--- config.mk ---
export PLATFORM = sky130hd
export DESIGN_NAME = ps2_kbd_rx
export DESIGN_NICKNAME = d
export VERILOG_FILES = /design/src/rtl/ps2_pkg.sv /design/src/rtl/ps2_event_fifo.sv /design/src/rtl/ps2_kbd_rx.sv
export SDC_FILE = /design/constraint.sdc
export NUM_CORES = 1
export LEC_CHECK = 0
export ABC_AREA = 1
export CORE_AREA = 4 4 157 83
export DETAILED_ROUTE_END_ITERATION = 7
export DIE_AREA = 0 0 161 87
export PLACE_DENSITY = 0.72
export SLEW_MARGIN = 20
export SYNTH_ARGS = -nofsm -noshare
export SYNTH_HDL_FRONTEND = slang
export SYNTH_SLANG_ARGS = --single-unit
--- constraint.sdc ---
create_clock -name clk -period 6.7 [get_ports clk]
set_input_delay 1.005 -clock clk [delete_from_list [all_inputs] [get_ports clk]]
set_output_delay 1.005 -clock clk [all_outputs]
set_load 0.02 [all_outputs]
--- src/rtl/ps2_pkg.sv ---
// Shared constants and types for the PS/2 keyboard receiver and its event FIFO.
package ps2_pkg;

    localparam logic [7:0] KBD_E0 = 8'hE0;
    localparam logic [7:0] KBD_F0 = 8'hF0;
    localparam logic [7:0] KBD_E1 = 8'hE1;

    localparam int EV_W = 10;

    typedef enum logic [1:0] {
        ST_IDLE = 2'd0,
        ST_E0   = 2'd1,
        ST_F0   = 2'd2,
        ST_E0F0 = 2'd3
    } kbd_state_t;

    typedef struct packed {
        logic       ext;
        logic       rel;
        logic [7:0] code;
    } kbd_event_t;

endpackage

--- src/rtl/ps2_event_fifo.sv ---
// First-word-fall-through sync FIFO; a push into a full FIFO is dropped and flagged unless a pop frees the slot.
module ps2_event_fifo
    import ps2_pkg::*;
#(
    parameter int DEPTH = 8,
    parameter int W     = EV_W
) (
    input  logic         clk,
    input  logic         reset,
    input  logic         push,
    input  logic [W-1:0] din,
    output logic         overflow,
    input  logic         pop,
    output logic         empty,
    output logic [W-1:0] dout
);

    localparam int PTR_W = $clog2(DEPTH);
    localparam int CNT_W = $clog2(DEPTH + 1);

    logic [W-1:0]     mem [DEPTH];
    logic [PTR_W-1:0] wr_ptr;
    logic [PTR_W-1:0] rd_ptr;
    logic [CNT_W-1:0] count;
    logic             full;
    logic             do_push;
    logic             do_pop;

    assign empty   = (count == '0);
    assign full    = (count == CNT_W'(DEPTH));
    assign do_pop  = pop && !empty;
    // A pop in the same cycle frees the slot the push is about to reuse.
    assign do_push = push && (!full || do_pop);
    assign dout    = empty ? '0 : mem[rd_ptr];

    always_ff @(posedge clk) begin
        if (reset) begin
            wr_ptr   <= '0;
            rd_ptr   <= '0;
            count    <= '0;
            overflow <= 1'b0;
        end else begin
            overflow <= push && !do_push;
            if (do_push) wr_ptr <= wr_ptr + PTR_W'(1);
            if (do_pop)  rd_ptr <= rd_ptr + PTR_W'(1);
            case ({do_push, do_pop})
                2'b10:   count <= count + CNT_W'(1);
                2'b01:   count <= count - CNT_W'(1);
                default: count <= count;
            endcase
        end
    end

    always_ff @(posedge clk) begin
        if (do_push) mem[wr_ptr] <= din;
    end

endmodule

--- src/rtl/ps2_kbd_rx.sv ---
// PS/2 keyboard receiver: glitch-filtered clock, 11-bit frame capture with timeout,
// E0/F0 prefix decoding into make/break events queued in a small FIFO.
module ps2_kbd_rx
    import ps2_pkg::*;
#(
    parameter int FILTER_LEN     = 8,
    parameter int TIMEOUT_CYCLES = 50000,
    parameter int FIFO_DEPTH     = 8
) (
    input  logic       clk,
    input  logic       reset,
    input  logic       ps2clk,
    input  logic       ps2data,
    output logic       ev_valid,
    input  logic       ev_ready,
    output logic [7:0] ev_code,
    output logic       ev_ext,
    output logic       ev_release,
    output logic [7:0] scancode,
    output logic       frame_err,
    output logic       overflow
);

    localparam int TO_W = $clog2(TIMEOUT_CYCLES + 1);
    localparam int HALF = FILTER_LEN / 2;

    function automatic logic odd_parity_ok(input logic [7:0] d, input logic p);
        return ^{d, p};
    endfunction

    logic                  clk_p0, clk_p1;
    logic                  data_p0, data_p1;
    logic [FILTER_LEN-1:0] clk_hist;
    logic                  fall_edge;
    logic [3:0]            cnt;
    logic [9:0]            sr;
    logic [TO_W-1:0]       to_cnt;
    logic                  frame_done;
    logic                  frame_ok;
    logic                  timeout_hit;
    logic                  byte_vld;
    logic                  abort;
    logic [7:0]            rx_byte;
    kbd_state_t            st, st_nxt;
    logic                  ev_push;
    kbd_event_t            ev_new;
    kbd_event_t            ev_head;
    logic                  fifo_empty;

    // A fall is accepted only after HALF steady highs followed by HALF steady lows.
    assign fall_edge   = (clk_hist[FILTER_LEN-1 -: HALF] == '1) && (clk_hist[HALF-1:0] == '0);
    assign frame_done  = fall_edge && (cnt == 4'd10);
    assign rx_byte     = sr[8:1];
    assign frame_ok    = !sr[0] && data_p1 && odd_parity_ok(rx_byte, sr[9]);
    assign byte_vld    = frame_done && frame_ok;
    assign timeout_hit = !fall_edge && (cnt != 4'd0) && (to_cnt == TO_W'(TIMEOUT_CYCLES - 1));
    assign abort       = (frame_done && !frame_ok) || timeout_hit;

    // Stage: input synchronisers, clock filter, bit capture and timeout
    always_ff @(posedge clk) begin
        if (reset) begin
            clk_p0    <= 1'b0;
            clk_p1    <= 1'b0;
            data_p0   <= 1'b0;
            data_p1   <= 1'b0;
            clk_hist  <= '0;
            cnt       <= 4'd0;
            sr        <= '0;
            to_cnt    <= '0;
            frame_err <= 1'b0;
            scancode  <= 8'h00;
        end else begin
            clk_p0    <= ps2clk;
            clk_p1    <= clk_p0;
            data_p0   <= ps2data;
            data_p1   <= data_p0;
            clk_hist  <= {clk_hist[FILTER_LEN-2:0], clk_p1};
            frame_err <= abort;
            if (fall_edge) begin
                to_cnt <= '0;
                if (cnt == 4'd10) begin
                    cnt <= 4'd0;
                end else begin
                    cnt <= cnt + 4'd1;
                    sr  <= {data_p1, sr[9:1]};
                end
            end else if (cnt != 4'd0) begin
                if (timeout_hit) begin
                    cnt    <= 4'd0;
                    to_cnt <= '0;
                end else begin
                    to_cnt <= to_cnt + TO_W'(1);
                end
            end
            if (ev_push && ev_new.rel) scancode <= ev_new.code;
        end
    end

    // Stage: prefix FSM
    always_ff @(posedge clk) begin
        if (reset) st <= ST_IDLE;
        else       st <= st_nxt;
    end

    always_comb begin
        st_nxt  = st;
        ev_push = 1'b0;
        ev_new  = '0;
        if (abort) begin
            st_nxt = ST_IDLE;
        end else if (byte_vld) begin
            if (rx_byte == KBD_E0) begin
                st_nxt = ST_E0;
            end else if (rx_byte == KBD_F0 && st == ST_IDLE) begin
                st_nxt = ST_F0;
            end else if (rx_byte == KBD_F0 && st == ST_E0) begin
                st_nxt = ST_E0F0;
            end else begin
                ev_push     = 1'b1;
                ev_new.ext  = (st == ST_E0) || (st == ST_E0F0);
                ev_new.rel  = (st == ST_F0) || (st == ST_E0F0);
                ev_new.code = rx_byte;
                st_nxt      = ST_IDLE;
            end
        end
    end

    // Stage: event queue
    ps2_event_fifo #(
        .DEPTH (FIFO_DEPTH),
        .W     (EV_W)
    ) u_fifo (
        .clk      (clk),
        .reset    (reset),
        .push     (ev_push),
        .din      (ev_new),
        .overflow (overflow),
        .pop      (ev_ready),
        .empty    (fifo_empty),
        .dout     (ev_head)
    );

    assign ev_valid   = !fifo_empty;
    assign ev_code    = ev_head.code;
    assign ev_ext     = ev_head.ext;
    assign ev_release = ev_head.rel;

endmodule

## Word level (Yosys, flattened, before mapping)

Memories as Yosys holds them, arrays and structs flattened. A register that Yosys moved wholly into a read port is not among the register bits.
Cells that the tools add are included.

| storage, ports and cells | value |
|---|---|
| latch bits | 0 |
| RAM bits | 80 |
| bits of input ports | 5 |
| bits in registers | 64 |
| output and inout bits | 21 |
| memory bits (read-only) | 0 |
| memories | 1 |

| operators by class | value |
|---|---|
| add/sub/neg operators | 6 |
| equal/unequal tests | 11 |
| bitwise operators | 1 |
| reductions and logical operators | 36 |
| magnitude comparators | 0 |
| shift operators | 0 |
| multiply operators | 0 |
| mux-type cells | 24 |
| divide/modulo/power cells | 0 |

Memory list:

| name | depth | bits a word | read ports | clocked after memory_dff | write ports | RTL line | source |
|---|---|---|---|---|---|---|---|
| u_fifo.mem | 8 | 10 | 1 | 1 | 1 | ps2_event_fifo.sv:21 | `logic [W-1:0] mem [DEPTH];` |

Operator list:

| operator | number |
|---|---|
| $mux W10 | 6 |
| $add A16 B1 Y16 const B | 1 |
| $eq A16 B16 Y1 const B | 1 |
| $eq A8 B8 Y1 const B | 2 |
| $mux W16 | 1 |
| $mux W4 | 4 |
| $logic_and A1 B1 Y1 | 14 |
| $eq A4 B4 Y1 const B | 3 |
| $reduce_xor A9 Y1 | 1 |
| $add A4 B1 Y4 const B | 2 |
| $logic_not A4 Y1 | 2 |
| $pmux W4 S2 | 1 |
| $mux W1 | 7 |
| $add A3 B1 Y3 const B | 2 |
| $eq A2 B2 Y1 const B | 3 |
| $logic_not A1 Y1 | 6 |
| $mux W2 | 3 |
| $mux W3 | 2 |
| $reduce_bool A2 Y1 | 3 |
| $eq A2 B1 Y1 const B | 2 |
| $logic_or A1 B1 Y1 | 4 |
| $reduce_and A2 Y1 | 2 |
| $reduce_bool A4 Y1 | 1 |
| $reduce_or A2 Y1 | 2 |
| 3 further kinds | 3 |

## Longest topological paths before layout

Gate-level depths: netlist of run 1.

| logic depth | value |
|---|---|
| depth in word-level cells | 10 |
| depth in mapped cells | 18 |

## Hierarchy

A second synthesis of run 1 with hierarchy kept.

| unflattened totals | value |
|---|---|
| cells, all modules | 704 |
| area, all modules | 6478.7 um^2 |

Modules (own cells, without submodules):

| module | area each (um^2) | instances | cells each |
|---|---|---|---|
| ps2_event_fifo | 3842.4 | 1 | 334 |
| ps2_kbd_rx | 2636.3 | 1 | 370 |

## Worst setup path after synthesis of run 1

OpenSTA, ideal clock, no wires.

| timing path | value |
|---|---|
| kind | input to register |
| from | input port ev_ready |
| to | register u_fifo.count[2] |
| required time | 6.585 ns |
| arrival | 2.407 ns |
| library setup time | 0.115 ns |
| path slack | 4.177 ns |
| stages | 10 |
| cell sequence | nor3_1 -> nor2_4 -> inv_2 -> ha_1 -> xor2_1 -> ha_1 -> a21oi_1 -> xor2_1 -> o21ai_0 -> inv_1 |

| between the ends | value |
|---|---|
| word-level cells in the longest chain between the ends | 5 |
| elaborated cells between the ends (all ways) | 7 |
| those cells by class | eq/ne: 2; mux: 1; reduce/logical: 4 |

RTL lines:

| item | RTL line | source |
|---|---|---|
| start: declaration | ps2_kbd_rx.sv:15 | `input logic ev_ready,` |
| $logic_and A1 B1 Y1 * | ps2_event_fifo.sv:31 | `assign do_pop = pop && !empty;` |
| $logic_or A1 B1 Y1 | ps2_event_fifo.sv:33 | `assign do_push = push && (!full \|\| do_pop);` |
| $logic_and A1 B1 Y1 | ps2_event_fifo.sv:33 |  |
| $eq A2 B1 Y1 / $eq A2 B2 Y1 (equally long branches) | ps2_event_fifo.sv:46 | `case ({do_push, do_pop})` |
| $pmux W4 S2 / $reduce_bool A2 Y1 (equally long branches) | - |  |
| end signal: assignment | ps2_event_fifo.sv:47 | `2'b10: count <= count + CNT_W'(1);` |
| end signal: assignment | ps2_event_fifo.sv:48 | `2'b01: count <= count - CNT_W'(1);` |
| end signal: assignment | ps2_event_fifo.sv:49 | `default: count <= count;` |
| end: declaration | ps2_event_fifo.sv:24 | `logic [CNT_W-1:0] count;` |

Mark *: on every way between the ends. The rest lies on a longest branch, timed or not.
A chain may end at the register's enable or synchronous reset.

==> out/metrics.yaml, run 1 <==
worstReg2RegEnd: "u_fifo.count[2]"
vdd_drop_max_mv: 0.169
clock_latency_ps: 410
cts_sinks: 147
rrSetupSlack_ps: 3760
total_power_mw: 2.40
root_buffer: "clkbuf_16"
dpl_worst_slack_ps: 3230
num_rows: 28
setup-tns-final_ps: 0
overflow: 0
synth_area_um2: 6280
die_w_um: 161
grt_pass1_vias: 4364
fin_cells: 851
wl_um: 12300
area_growth_pct: 16.2
n_fill_cell: 963
n_antenna_cell: 0
avgViaCountPerCell: 5.24
avgSynthCellArea_um2: 9.68
dp_hpwl_um: 7840
vias: 4459
finalHoldViolCount: 0
relSlewSlack_pct: 32.7
synth_async_sr_flop_share_pct: 0
core_area_um2: 11600
required_ps: 5690
max-clock-path-buffers: 2
ios: 26
ctsHoldBuffers: 0
cts_resized: 0
synthTopCellsByArea: "edfxtp_1 (38%), dfxtp_1 (21%), nor2_1 (8.1%), o21ai_0 (5.3%), nand2_1 (3.6%)"
p_per_area_nw_per_um2: 328
reg2regPathDepth: 18
final_common_cell: "nor2_1"
cts_made_buffers: 17
path_clk_slew_ps: 60
dieArea_um2: 14000
synthCells: 649
leakage_nw: 2.60
grt_first_pass_wirelength_um: 20500
synth_edf_count: 80
setup_ws_ps: 2750
drive_gt1_share_pct: 12.0
wire_per_inst_um: 14.4
synth_top_area_share_pct: 38.2
dp.cells: 819
final_area_um2: 7300
hold_path_class: "reg2reg"
ys_types: 43
ys_seq_elements: 147
mostFrequentLayoutCells: "nor2_1 (135), edfxtp_1 (80), dfxtp_1 (67)"
worstSetupEndpointType: "primary output"
drc: 0
worstPathArrival_ps: 2940
fmaxAchievable_mhz: 253
cts_tree: "built"
drt_iter0_drc: 301
synth_top_cell_by_area: "edfxtp_1"
hold-worst-slack_ps: 401
max_cap_viol_count: 0
worstReg2RegStart: "sr[2]"
nNetsFinal: 687
holdPathEnd: "clk_p1"
dominantRegCellSynth: "edfxtp_1"
synth_nets: 663
grt_antenna_before_repair: 0
finalCriticalPeriod_ps: 3950
status: "completed"
grt_max_degree: 42
start_util_pct: 54.0
cts_setup_buffers: 0
place_area_um2: 6660
fp.dieH_um: 87
worst_slew_pin_slew_ps: 1010
crit_fanout: 21
fin_skew_ps: 8.22
htree_num_levels: 4
cp-start-kind: "flop"
min-delay-start: "clk_p0"
io_buffers: 25
setup_viol: 0
criticalPathCategory: "reg2out"
holdPathStages: 2
drtAntennaViolNets: 0
rsz0062_at_grt: "no"
gp_congestion: 0.808
track_usage_pct: 18.6
final_util_pct: 62.8
ys_warn_count: 0
slew_violations: 0
ys_seq_area_share_pct: 59.6
period_share_pct: 58.9
dr.pass1.iters: 5
## sequential cells by signal, summed over array words and instances, names as in the netlist, 2 cells and up, named ones only
register	flops
to_cnt	16
clk_hist	8
st	2
u_fifo.mem	80
scancode	8
cnt	4
u_fifo.count	4
u_fifo.wr_ptr	3
u_fifo.rd_ptr	3
sr	10
## kinds of logic (layout without fill, tap and decap cells)
kind of cell	after synthesis	in the layout	share of synthesized area [%]
simple gates	263	263	20.1
xor+xnor	13	13	1.81
fa+ha+maj	9	9	1.79
flops	147	147	59.6
buf+inv	85	122	5.34
compound gates	132	132	11.3
## report_power, final
part | internal (mW) | leakage (nW) | total [mW] | switching [mW]
clock | 0.641 | 0.306 | 1.02 | 0.376
combinational | 0.145 | 1.11 | 0.400 | 0.255
sequential | 0.958 | 1.18 | 0.982 | 0.0236
## worst max-delay path by stage
stage	from	endpoint	slack, ps	cells past startpoint
after CTS	flop	ev_ext	2770	6
final	flop	ev_ext	2750	6
after floorplan	ev_ready	u_fifo.count[2]	4180	10
after global placement	flop	ev_release	3350	6
after detailed placement	flop	ev_ext	3230	6
after global routing	flop	ev_code[0]	2550	6
## per-layer routing
layer,vias up,routed length (µm),GRT usage [%]
met5,-,0,0
met2,101,5860,31.7
li1,2242,-,-
met4,0,274,7.74
met3,24,581,4.21
met1,2092,5570,23.3
## cell usage after synthesis (all sizes together), types with 9 or more instances
cell    number
xor2         9
dfxtp       67
a21oi       32
o21ai       78
o22ai       10
nor3        14
ha           9
nand3       20
nand2       66
a31oi       10
edfxtp      80
nor2       143
clkbuf      19
inv         63
## layout make-up
type / instances / area, µm² / share of cell area [%]
multi-input cells: 417 / 2210 / 30.2
repair buffers: 27 / 265 / 3.63
inverters: 63 / 241 / 3.31
well taps: 165 / 206 / 2.83
clock buffers: 19 / 443 / 6.06
clock inverters: 13 / 196 / 2.69
flip-flops and latches: 147 / 3740 / 51.3
## critical path, cell delays in order (launching register included)
cell and delay [ps]:
dfxtp_1 530, inv_1 610, o21ai_0 250, o22ai_1 210, o21ai_1 120, a31oi_1 180, clkdlybuf4s50_1 620
Note: power is estimated with default switching activity, not from simulation.
==> run 2: changes to the inputs <==
==> constraint.sdc (replaced) <==
create_clock -name clk -period 4.05 [get_ports clk]
set_input_delay 0.6075 -clock clk [delete_from_list [all_inputs] [get_ports clk]]
set_output_delay 0.6075 -clock clk [all_outputs]
set_load 0.02 [all_outputs]
==> run 2 against run 1 <==
  * Non-clock buffer count stayed put
  * Core utilization is 0.52 points lower
  * Clock skew is 4.9 ps higher
  * First-iteration DRC count is 20% lower
  * Global-route usage is 0.33 points higher
  * Setup slack worse by 2200 ps
  * Flip-flop and latch count stayed put
  * Cell count stayed put
  * Clock power is 49% higher
  * Combinational power is 66% higher
  * Power is 59% higher
==> out/metrics.yaml, run 2 (same netlist as run 1, synthesis figures left out) <==
period_share_pct: 86.5
max_cap_viol_count: 0
fmaxAchievable_mhz: 285
largest_register_ff_count: 80
gp_congestion: 0.802
cellInternalPower_mw: 2.74
drc: 0
reg.largest.list: "u_fifo.mem: 80 flops, to_cnt: 16 flops, sr: 10 flops"
cp-start-kind: "flop"
reg2regPathDepth: 16
worst_slew_pin_slew_ps: 1050
drt_iter0_drc: 241
ctsHoldBuffers: 0
cts_sinks: 147
htree_num_levels: 4
path_delay_family: "buffers and inverters"
crit_fanout: 21
n_fill_cell: 961
path_cells: "inv_1, o21ai_0, o22ai_1, o21ai_0, a31oi_1, clkdlybuf4s50_1"
cts_resized: 0
max-clock-path-buffers: 2
crit_top_cell: "o21ai_0"
cts_setup_buffers: 0
ios: 26
area_growth_pct: 15.3
nNetsFinal: 687
grt_max_degree: 41
setup-tns-final_ps: 0
required_ps: 3440
core_area_um2: 11600
vias: 4511
die_w_um: 161
vdd_drop_max_mv: 0.332
setup_viol: 0
avgViaCountPerCell: 5.30
setup_ws_ps: 546
cts_made_buffers: 17
rsz0062_at_grt: "no"
grt_pass1_vias: 4302
clock_latency_ps: 420
io_buffers: 25
drtAntennaViolNets: 0
drive_gt1_share_pct: 11.7
worstSetupEndpointType: "primary output"
wl_um: 12400
grt_antenna_before_repair: 0
grt_first_pass_wirelength_um: 20800
overflow: 0
final_common_cell: "nor2_1"
criticalPathCategory: "reg2out"
hold_path_class: "reg2reg"
relSlewSlack_pct: 30.1
n_antenna_cell: 0
track_usage_pct: 18.9
swShare_pct: 28.2
holdPathStages: 2
fin_skew_ps: 13.1
path_clk_slew_ps: 60
worstReg2RegStart: "sr[4]"
num_rows: 28
root_buffer: "clkbuf_16"
top_register: "u_fifo.mem"
path_depth: 6
mostFrequentLayoutCells: "nor2_1 (135), edfxtp_1 (80), dfxtp_1 (67)"
worstPathArrival_ps: 2900
path_buf_inv: 2
cpMaxStageDelayCell: "clkdlybuf4s50_1"
dp_hpwl_um: 8040
status: "completed"
dr.pass1.iters: 4
dieArea_um2: 14000
fp.dieH_um: 87
comb_power_share_pct: 17.4
p_seq_share_pct: 42.6
dpl_worst_slack_ps: 962
finalCriticalPeriod_ps: 3500
finalHoldViolCount: 0
max_stage_delay_ps: 640
start_util_pct: 54.0
slew_violations: 0
p_per_area_nw_per_um2: 526
cts_tree: "built"
min-delay-start: "clk_p0"
wire_per_inst_um: 14.6
leakage_nw: 2.57
power_frac_clock_pct: 39.9
p_sw_mw: 1.07
-- run 2: per-layer routing --
layer	up-vias	part of all wire (%)	track usage, %
met5	-	0	0
met3	19	5.7	4.68
li1	2250	-	-
met2	120	47	30.7
met1	2122	45	25.0
met4	0	1.9	7.28
-- run 2: power groups by stage --
| stage | registers (mW) | clock network, mW | logic (mW) |
|---|---|---|---|
| 6_report | 1.62 | 1.52 | 0.665 |
| 4_1_cts | 1.63 | 1.55 | 0.672 |
| 2_1_floorplan | 1.64 | 0 | 0.466 |
| 3_5_place_dp | 1.66 | 0 | 0.665 |
| 5_1_grt | 1.63 | 1.63 | 0.746 |
| 3_3_place_gp | 1.65 | 0 | 0.648 |
-- run 2: worst reg2reg max path: stages (launching register included) --
cell and delay (ps):
dfxtp_1 420, inv_1 120, nand3_1 150, inv_2 40, nand2_1 90, nor2_1 60
nor2_1 170, nand4_2 380, nor2_4 300, inv_2 60, ha_1 230, xnor2_1 160
nand3b_1 180, a21oi_1 120, o21ai_0 110, o21ai_0 160, a21oi_1 60
-- run 2: cell type report --
type,instances,area (µm²),area share (%)
repair buffers,27,265,3.66
clock inverters,14,150,2.07
flip-flops and latches,147,3740,51.7
multi-input cells,417,2210,30.5
well taps,165,206,2.85
clock buffers,18,429,5.92
inverters,63,241,3.33
-- run 2: final timing paths --
path / endpoint / slack, ps
setup / recovery: ev_code[0] / 550
hold / removal: clk_p1 / 400
setup reg to reg: u_fifo.count[3] / 1110
hold reg to reg: clk_p1 / 400
-- run 2: stage by stage --
stage	hold WS [ps]	util (%)	total power, mW	area [µm²]	instances
2_1_floorplan	388	-	2.10	6280	649
3_5_place_dp	395	57.3	2.32	6660	819
6_report	404	62.3	3.81	7240	851
3_3_place_gp	392	57.3	2.30	6660	819
5_1_grt	415	62.3	4.00	7240	851
4_1_cts	407	62.3	3.84	7240	851
